==> config.mk <==
export PLATFORM = sky130hd
export DESIGN_NAME = posit_decode_pipe
export DESIGN_NICKNAME = d
export VERILOG_FILES = /design/src/rtl/posit_pkg.sv /design/src/rtl/posit_regime_lzd.sv /design/src/rtl/posit_decode_pipe.sv
export SDC_FILE = /design/constraint.sdc
export NUM_CORES = 1
export LEC_CHECK = 0
export BUFFER_PORTS_ARGS = -buffer_cell sky130_fd_sc_hd__buf_2
export CORE_ASPECT_RATIO = 1.5
export CORE_UTILIZATION = 52
export CTS_CLUSTER_SIZE = 12
export DETAILED_ROUTE_END_ITERATION = 16
export PLACE_DENSITY = 0.82
export SLEW_MARGIN = 5
export SYNTH_ARGS = -nofsm -noshare
export SYNTH_HDL_FRONTEND = slang
export SYNTH_HIERARCHICAL = 1
export SYNTH_SLANG_ARGS = --single-unit
==> constraint.sdc <==
create_clock -name clk -period 2.15 [get_ports clk]
set_input_delay 0.215 -clock clk [delete_from_list [all_inputs] [get_ports clk]]
set_output_delay 0.215 -clock clk [all_outputs]
set_load 0.02 [all_outputs]
==> src/rtl/posit_pkg.sv <==
// Shared posit decoder widths, result record and NaR helper.
// The record is sized for the default (8,2) format; other formats size ports from N/ES directly.
package posit_pkg;

    localparam int unsigned POSIT_N_DEF  = 8;
    localparam int unsigned POSIT_ES_DEF = 2;

    function automatic int unsigned posit_sw(input int unsigned n, input int unsigned es);
        return $clog2(n) + es + 1;
    endfunction

    function automatic int unsigned posit_mw(input int unsigned n);
        return n - 2;
    endfunction

    localparam int unsigned POSIT_SW = posit_sw(POSIT_N_DEF, POSIT_ES_DEF);
    localparam int unsigned POSIT_MW = posit_mw(POSIT_N_DEF);

    typedef struct packed {
        logic                       sign;
        logic                       nar;
        logic                       zero;
        logic signed [POSIT_SW-1:0] scale;
        logic [POSIT_MW-1:0]        mant;
    } posit_dec_t;

    // NaR is the sign bit alone: bit n-1 set, every lower bit clear.
    function automatic logic posit_is_nar(input logic [63:0] p, input int unsigned n);
        logic low_zero;
        low_zero = 1'b1;
        for (int unsigned i = 0; i < 64; i++) begin
            if ((i < n - 1) && p[i]) begin
                low_zero = 1'b0;
            end
        end
        return p[n-1] && low_zero;
    endfunction

endpackage

==> src/rtl/posit_regime_lzd.sv <==
// Regime run detector: length of the leading run of bits equal to the top bit of the magnitude.
module posit_regime_lzd
    import posit_pkg::*;
#(
    parameter int unsigned N  = 8,
    parameter int unsigned RS = $clog2(N)
) (
    input  logic [N-2:0] in,
    output logic         r,
    output logic [RS:0]  m
);

    localparam logic [RS:0] ONE = (RS + 1)'(1);

    logic run;

    always_comb begin
        r   = in[N-2];
        m   = ONE;
        run = 1'b1;
        for (int unsigned i = 1; i < N - 1; i++) begin
            if (run && (in[N-2-i] == r)) begin
                m = m + ONE;
            end else begin
                run = 1'b0;
            end
        end
    end

endmodule

==> src/rtl/posit_decode_pipe.sv <==
// Two-stage posit decoder: stage 1 takes magnitude and regime run, stage 2 shifts out
// exponent/fraction and forms the signed scale. Valid/ready with full throughput.
module posit_decode_pipe
    import posit_pkg::*;
#(
    parameter int unsigned N  = 8,
    parameter int unsigned ES = 2,
    parameter int unsigned RS = $clog2(N),
    localparam int unsigned SW = RS + ES + 1,
    localparam int unsigned MW = N - 2
) (
    input  logic                 clk,
    input  logic                 rst_n,
    input  logic                 in_valid,
    output logic                 in_ready,
    input  logic [N-1:0]         in_posit,
    output logic                 out_valid,
    input  logic                 out_ready,
    output logic                 out_sign,
    output logic                 out_nar,
    output logic                 out_zero,
    output logic signed [SW-1:0] out_scale,
    output logic [MW-1:0]        out_mant
);

    localparam logic [RS:0]   ONE_M  = (RS + 1)'(1);
    localparam logic [SW-1:0] ONE_SW = SW'(1);

    logic s2_adv, s1_adv, accept;

    logic [N-2:0] in_low, in_mag;
    logic         in_nar, in_zero;
    logic         lzd_r;
    logic [RS:0]  lzd_m;

    logic         s1_valid_q, s1_valid_d;
    logic         s1_sign_q,  s1_sign_d;
    logic         s1_nar_q,   s1_nar_d;
    logic         s1_zero_q,  s1_zero_d;
    logic [N-2:0] s1_mag_q,   s1_mag_d;
    logic         s1_r_q,     s1_r_d;
    logic [RS:0]  s1_m_q,     s1_m_d;

    logic                 out_valid_q, out_valid_d;
    logic                 out_sign_q,  out_sign_d;
    logic                 out_nar_q,   out_nar_d;
    logic                 out_zero_q,  out_zero_d;
    logic signed [SW-1:0] out_scale_q, out_scale_d;
    logic [MW-1:0]        out_mant_q,  out_mant_d;

    logic [RS:0]          sh;
    logic [N-2:0]         rem, frac_al;
    logic [SW-1:0]        m_ext;
    logic signed [SW-1:0] k_s, e_ext, scale_c;
    logic [MW-1:0]        mant_c;

    assign s2_adv   = !out_valid_q || out_ready;
    assign s1_adv   = !s1_valid_q || s2_adv;
    assign in_ready = s1_adv;
    assign accept   = in_valid && s1_adv;

    assign in_low  = in_posit[N-2:0];
    assign in_mag  = in_posit[N-1] ? -in_low : in_low;
    assign in_nar  = posit_is_nar(64'(in_posit), N);
    assign in_zero = (in_posit == '0);

    posit_regime_lzd #(
        .N  (N),
        .RS (RS)
    ) u_lzd (
        .in (in_mag),
        .r  (lzd_r),
        .m  (lzd_m)
    );

    always_comb begin
        s1_valid_d = s1_valid_q;
        s1_sign_d  = s1_sign_q;
        s1_nar_d   = s1_nar_q;
        s1_zero_d  = s1_zero_q;
        s1_mag_d   = s1_mag_q;
        s1_r_d     = s1_r_q;
        s1_m_d     = s1_m_q;
        if (s1_adv) begin
            s1_valid_d = in_valid;
        end
        if (accept) begin
            s1_sign_d = in_posit[N-1];
            s1_nar_d  = in_nar;
            s1_zero_d = in_zero;
            s1_mag_d  = in_mag;
            s1_r_d    = lzd_r;
            s1_m_d    = lzd_m;
        end
    end

    // Dropping the regime and its terminator leaves exponent then fraction at the top of rem.
    always_comb begin
        sh      = s1_m_q + ONE_M;
        rem     = s1_mag_q << sh;
        frac_al = rem << ES;
        m_ext   = SW'(s1_m_q);
        k_s     = s1_r_q ? (m_ext - ONE_SW) : -m_ext;
        scale_c = (k_s <<< ES) + e_ext;
        mant_c  = {1'b1, (N - 3)'(frac_al >> 2)};
    end

    if (ES > 0) begin : g_exp
        assign e_ext = SW'(rem[N-2 -: ES]);
    end else begin : g_no_exp
        assign e_ext = '0;
    end

    always_comb begin
        out_valid_d = out_valid_q;
        out_sign_d  = out_sign_q;
        out_nar_d   = out_nar_q;
        out_zero_d  = out_zero_q;
        out_scale_d = out_scale_q;
        out_mant_d  = out_mant_q;
        if (s2_adv) begin
            out_valid_d = s1_valid_q;
            if (s1_valid_q) begin
                out_sign_d = s1_sign_q;
                out_nar_d  = s1_nar_q;
                out_zero_d = s1_zero_q;
                if (s1_nar_q || s1_zero_q) begin
                    out_scale_d = '0;
                    out_mant_d  = '0;
                end else begin
                    out_scale_d = scale_c;
                    out_mant_d  = mant_c;
                end
            end
        end
    end

    always_ff @(posedge clk) begin
        if (!rst_n) begin
            s1_valid_q  <= 1'b0;
            s1_sign_q   <= 1'b0;
            s1_nar_q    <= 1'b0;
            s1_zero_q   <= 1'b0;
            s1_mag_q    <= '0;
            s1_r_q      <= 1'b0;
            s1_m_q      <= '0;
            out_valid_q <= 1'b0;
            out_sign_q  <= 1'b0;
            out_nar_q   <= 1'b0;
            out_zero_q  <= 1'b0;
            out_scale_q <= '0;
            out_mant_q  <= '0;
        end else begin
            s1_valid_q  <= s1_valid_d;
            s1_sign_q   <= s1_sign_d;
            s1_nar_q    <= s1_nar_d;
            s1_zero_q   <= s1_zero_d;
            s1_mag_q    <= s1_mag_d;
            s1_r_q      <= s1_r_d;
            s1_m_q      <= s1_m_d;
            out_valid_q <= out_valid_d;
            out_sign_q  <= out_sign_d;
            out_nar_q   <= out_nar_d;
            out_zero_q  <= out_zero_d;
            out_scale_q <= out_scale_d;
            out_mant_q  <= out_mant_d;
        end
    end

    assign out_valid = out_valid_q;
    assign out_sign  = out_sign_q;
    assign out_nar   = out_nar_q;
    assign out_zero  = out_zero_q;
    assign out_scale = out_scale_q;
    assign out_mant  = out_mant_q;

endmodule
==> impl_metrics.toml <==
[worst_setup_path]
crit_chain = "buf_2 -> inv_1 -> ha_1 -> nand2b_1 -> o41ai_1 -> xnor2_1 -> nor4_2 -> a32oi_1 -> o22ai_1 -> a221oi_2 -> nand2_1 -> a21boi_0"
crit_required_ps = 2320
cp.arrival_ps = 2070
cp_slowest_stage_delay_ps = 370
path_max_fanout = 5
critPathKind = "primary input to register"
critPathSlowestCell = "nor4_2"
crit_buf_inv = 2
crit_path_end_kind = "register"
worstSetupStartpointType = "primary input"
path_delay_family = "compound AO/OA/AOI/OAI gates"

[clock_tree]
htreeDepth = 2
cts_made_buffers = 5
cts_hold_buf = 0
cts_tree = "done"
clockBufferDepth = 2
clock_latency_ps = 290
clk_pin_slew_ps = 60
clockRootBuffer = "clkbuf_8"
cts_sinks = 32
postCtsSetupRepairBufs = 0
cts_resized = 0

[layout]
num-fill-cells = 300
final_cells = 265
nets = 240
area_delta_synth_final_pct = 16.4
insertedDiodeCount = 0
drive_above_1_share_pct = 25.8

[power]
p_int_mw = 1.18
seq_power_share_pct = 41.2
leakage_nw = 0.879
power_density_nw_per_um2 = 762
clkPwrFrac_pct = 39.1
peakVddDrop_v = 0.000594
p_comb_share_pct = 19.7
power.total_mw = 1.58
p_sw_share_pct = 25.7
switchingPower_mw = 0.407

[yosys]
yosysSeqAreaShare_pct = 35.9
syn_inst = 196
yosys_warnings = 6
ys_types = 46
ys_ff_latch = 32
async_flop_share_pct = 0
synth_ff_type = "dfxtp_1"
synth_edf_count = 0
synth_area_um2 = 1790
syn-num-nets = 212
synth.avg_cell_area_um2 = 9.11

[global_route]
grt_overflow = 0
grt_pass1_vias = 1303
grt_pass1_wl_mm = 5.66
grt_max_degree = 32
antenna_found_initial = 0
grt_util_all_layers_pct = 20.9

[sta]
max_freq_ghz = 0.526
finalClockSkew_ps = 5.91
rsz0062_at_grt = "no"
hold_viol = 0
worst_pin_slew_ps = 576
max_slew_margin_pct = 61.2
layout_worst_path_cycle_share_pct = 88.4
setup_viol = 0
final_max_slew_viol_count = 0
setup_tns_ps = 0
fin_crit_ps = 1900

[route]
drtPass1Iterations = 4
drc_errors = 0
routed_wl_mm = 3.40
avgViaCountPerCell = 5.52
wire_per_inst_um = 12.8
ant_nets = 0
drt-initial-drc-count = 39
num_vias = 1463

[placed_design]
numPortBuffers = 28
hpwl_mm = 2.50
place_inst = 257
gp_congestion = 0.845

[hold_path]
hold_class = "primary input to register"

[floorplanning]
dieArea_um2 = 3680
initial_core_util_pct = 55.4
die_w_um = 49.8
num_rows = 25
coreArea_um2 = 3220
num_io_pins = 29
die_y_um = 73.8

[outcome]
status = "finished clean"

[job]
cap_viol_max_count = 0
==> Yosys cell counts (4+ instances only) <==
library cell	number	area [µm²]
ha_1	4	50.1
inv_1	9	33.8
buf_2	4	20.0
xnor2_1	7	61.3
a21oi_1	4	20.0
xor2_1	5	43.8
nand2_1	28	105
nor3_1	4	20.0
nand3_1	4	20.0
nor2b_1	8	50.1
dfxtp_1	32	641
o21ai_0	10	50.1
clkbuf_1	5	18.8
buf_4	4	30.0
nor2_1	4	15.0
nand2b_1	4	25.0
a21boi_0	13	97.6
mux2i_1	6	60.1
a22oi_1	4	30.0
==> logic make-up (layout without fill, tap and decap cells) <==
group                      after synthesis  count (layout)  synth area share (%)
xor gates and xnor gates                12              12                  5.89
buffers and inverters                   22              51                  5.75
and+or+nand+nor                         65              65                  20.2
muxes                                   10              10                  7.78
AOI/OAI and AO/OA                       50              50                  21.5
adders and majority gates                4               4                  2.80
DFF                                     32              32                  35.9
other                                    1               1                 0.210
==> worst reg2reg max path, delay by kind of cell (launching register included) <==
| family | cells | cell delay (ps) |
|---|---|---|
| DFF | 1 | 440 |
| adders and majority gates | 1 | 350 |
| muxes | 1 | 310 |
| buffers and inverters | 2 | 290 |
| AOI/OAI and AO/OA | 2 | 260 |
==> through the flow <==
| stage | hold WS [ps] | area [µm²] | utilization (%) | setup slack, ps |
|---|---|---|---|---|
| 6_report | 208 | 2080 | 64.5 | 248 |
| 3_5_place_dp | 444 | 1950 | 60.6 | -32.6 |
| 5_1_grt | 237 | 2080 | 64.5 | 0.987 |
| 4_1_cts | 203 | 2080 | 64.5 | 261 |
| 2_1_floorplan | 360 | 1790 | - | 237 |
| 3_3_place_gp | 443 | 1950 | 60.6 | 86.5 |
==> cell type report <==
class | count | area (µm²) | share of cell area (%)
Multi-Input combinational cell | 142 | 1040 | 50.2
Tap cell | 40 | 50.0 | 2.41
Clock inverter | 1 | 30.0 | 1.44
Timing Repair Buffer | 34 | 185 | 8.91
Sequential cell | 32 | 641 | 30.8
Clock buffer | 7 | 96.3 | 4.64
Inverter | 9 | 33.8 | 1.63
==> metal layers <==
metal | part of all wire (%) | vias up | track usage, % | wire, µm
met5 | 0 | - | 0 | 0
met2 | 53 | 29 | 37.5 | 1790
met1 | 42 | 684 | 21.3 | 1420
met4 | 2.8 | 0 | 15.2 | 96
li1 | - | 743 | - | -
met3 | 2.6 | 7 | 3.73 | 90
==> placed cells by master (no fill, tap or decap), types with 5 or more instances in the layout <==
cell type / instances
inv_1: 9
o21ai_0: 10
nor2b_1: 8
mux2i_1: 6
a21boi_0: 13
xnor2_1: 7
buf_2: 28
clkbuf_8: 7
xor2_1: 5
dfxtp_1: 32
buf_4: 6
nand2_1: 28
==> final timing paths <==
path	depth (start not counted)	from	end	slack, ps
setup / recovery	12	in_posit[0]	s1_m_q[0]	250
hold reg to reg	1	out_scale[0]	out_scale[0]	460
setup reg to reg	6	s1_m_q[0]	out_scale[0]	380
hold / removal	3	in_valid	s1_valid_q	210
==> sequential cells by signal (all words and copies together) (netlist names), 4 cells and up <==
register / cells
s1_mag_q: 7
out_mant: 6
out_scale: 6
s1_m_q: 4
==> power groups by stage <==
stage	Clock, mW	Combinational (mW)	Sequential, mW
final	0.620	0.312	0.653
after global routing	0.656	0.343	0.656
after CTS	0.635	0.311	0.653
after detailed placement	0	0.309	0.666
after global placement	0	0.304	0.664
after floorplan	0	0.227	0.674
Power figures use the tool's default switching activity.
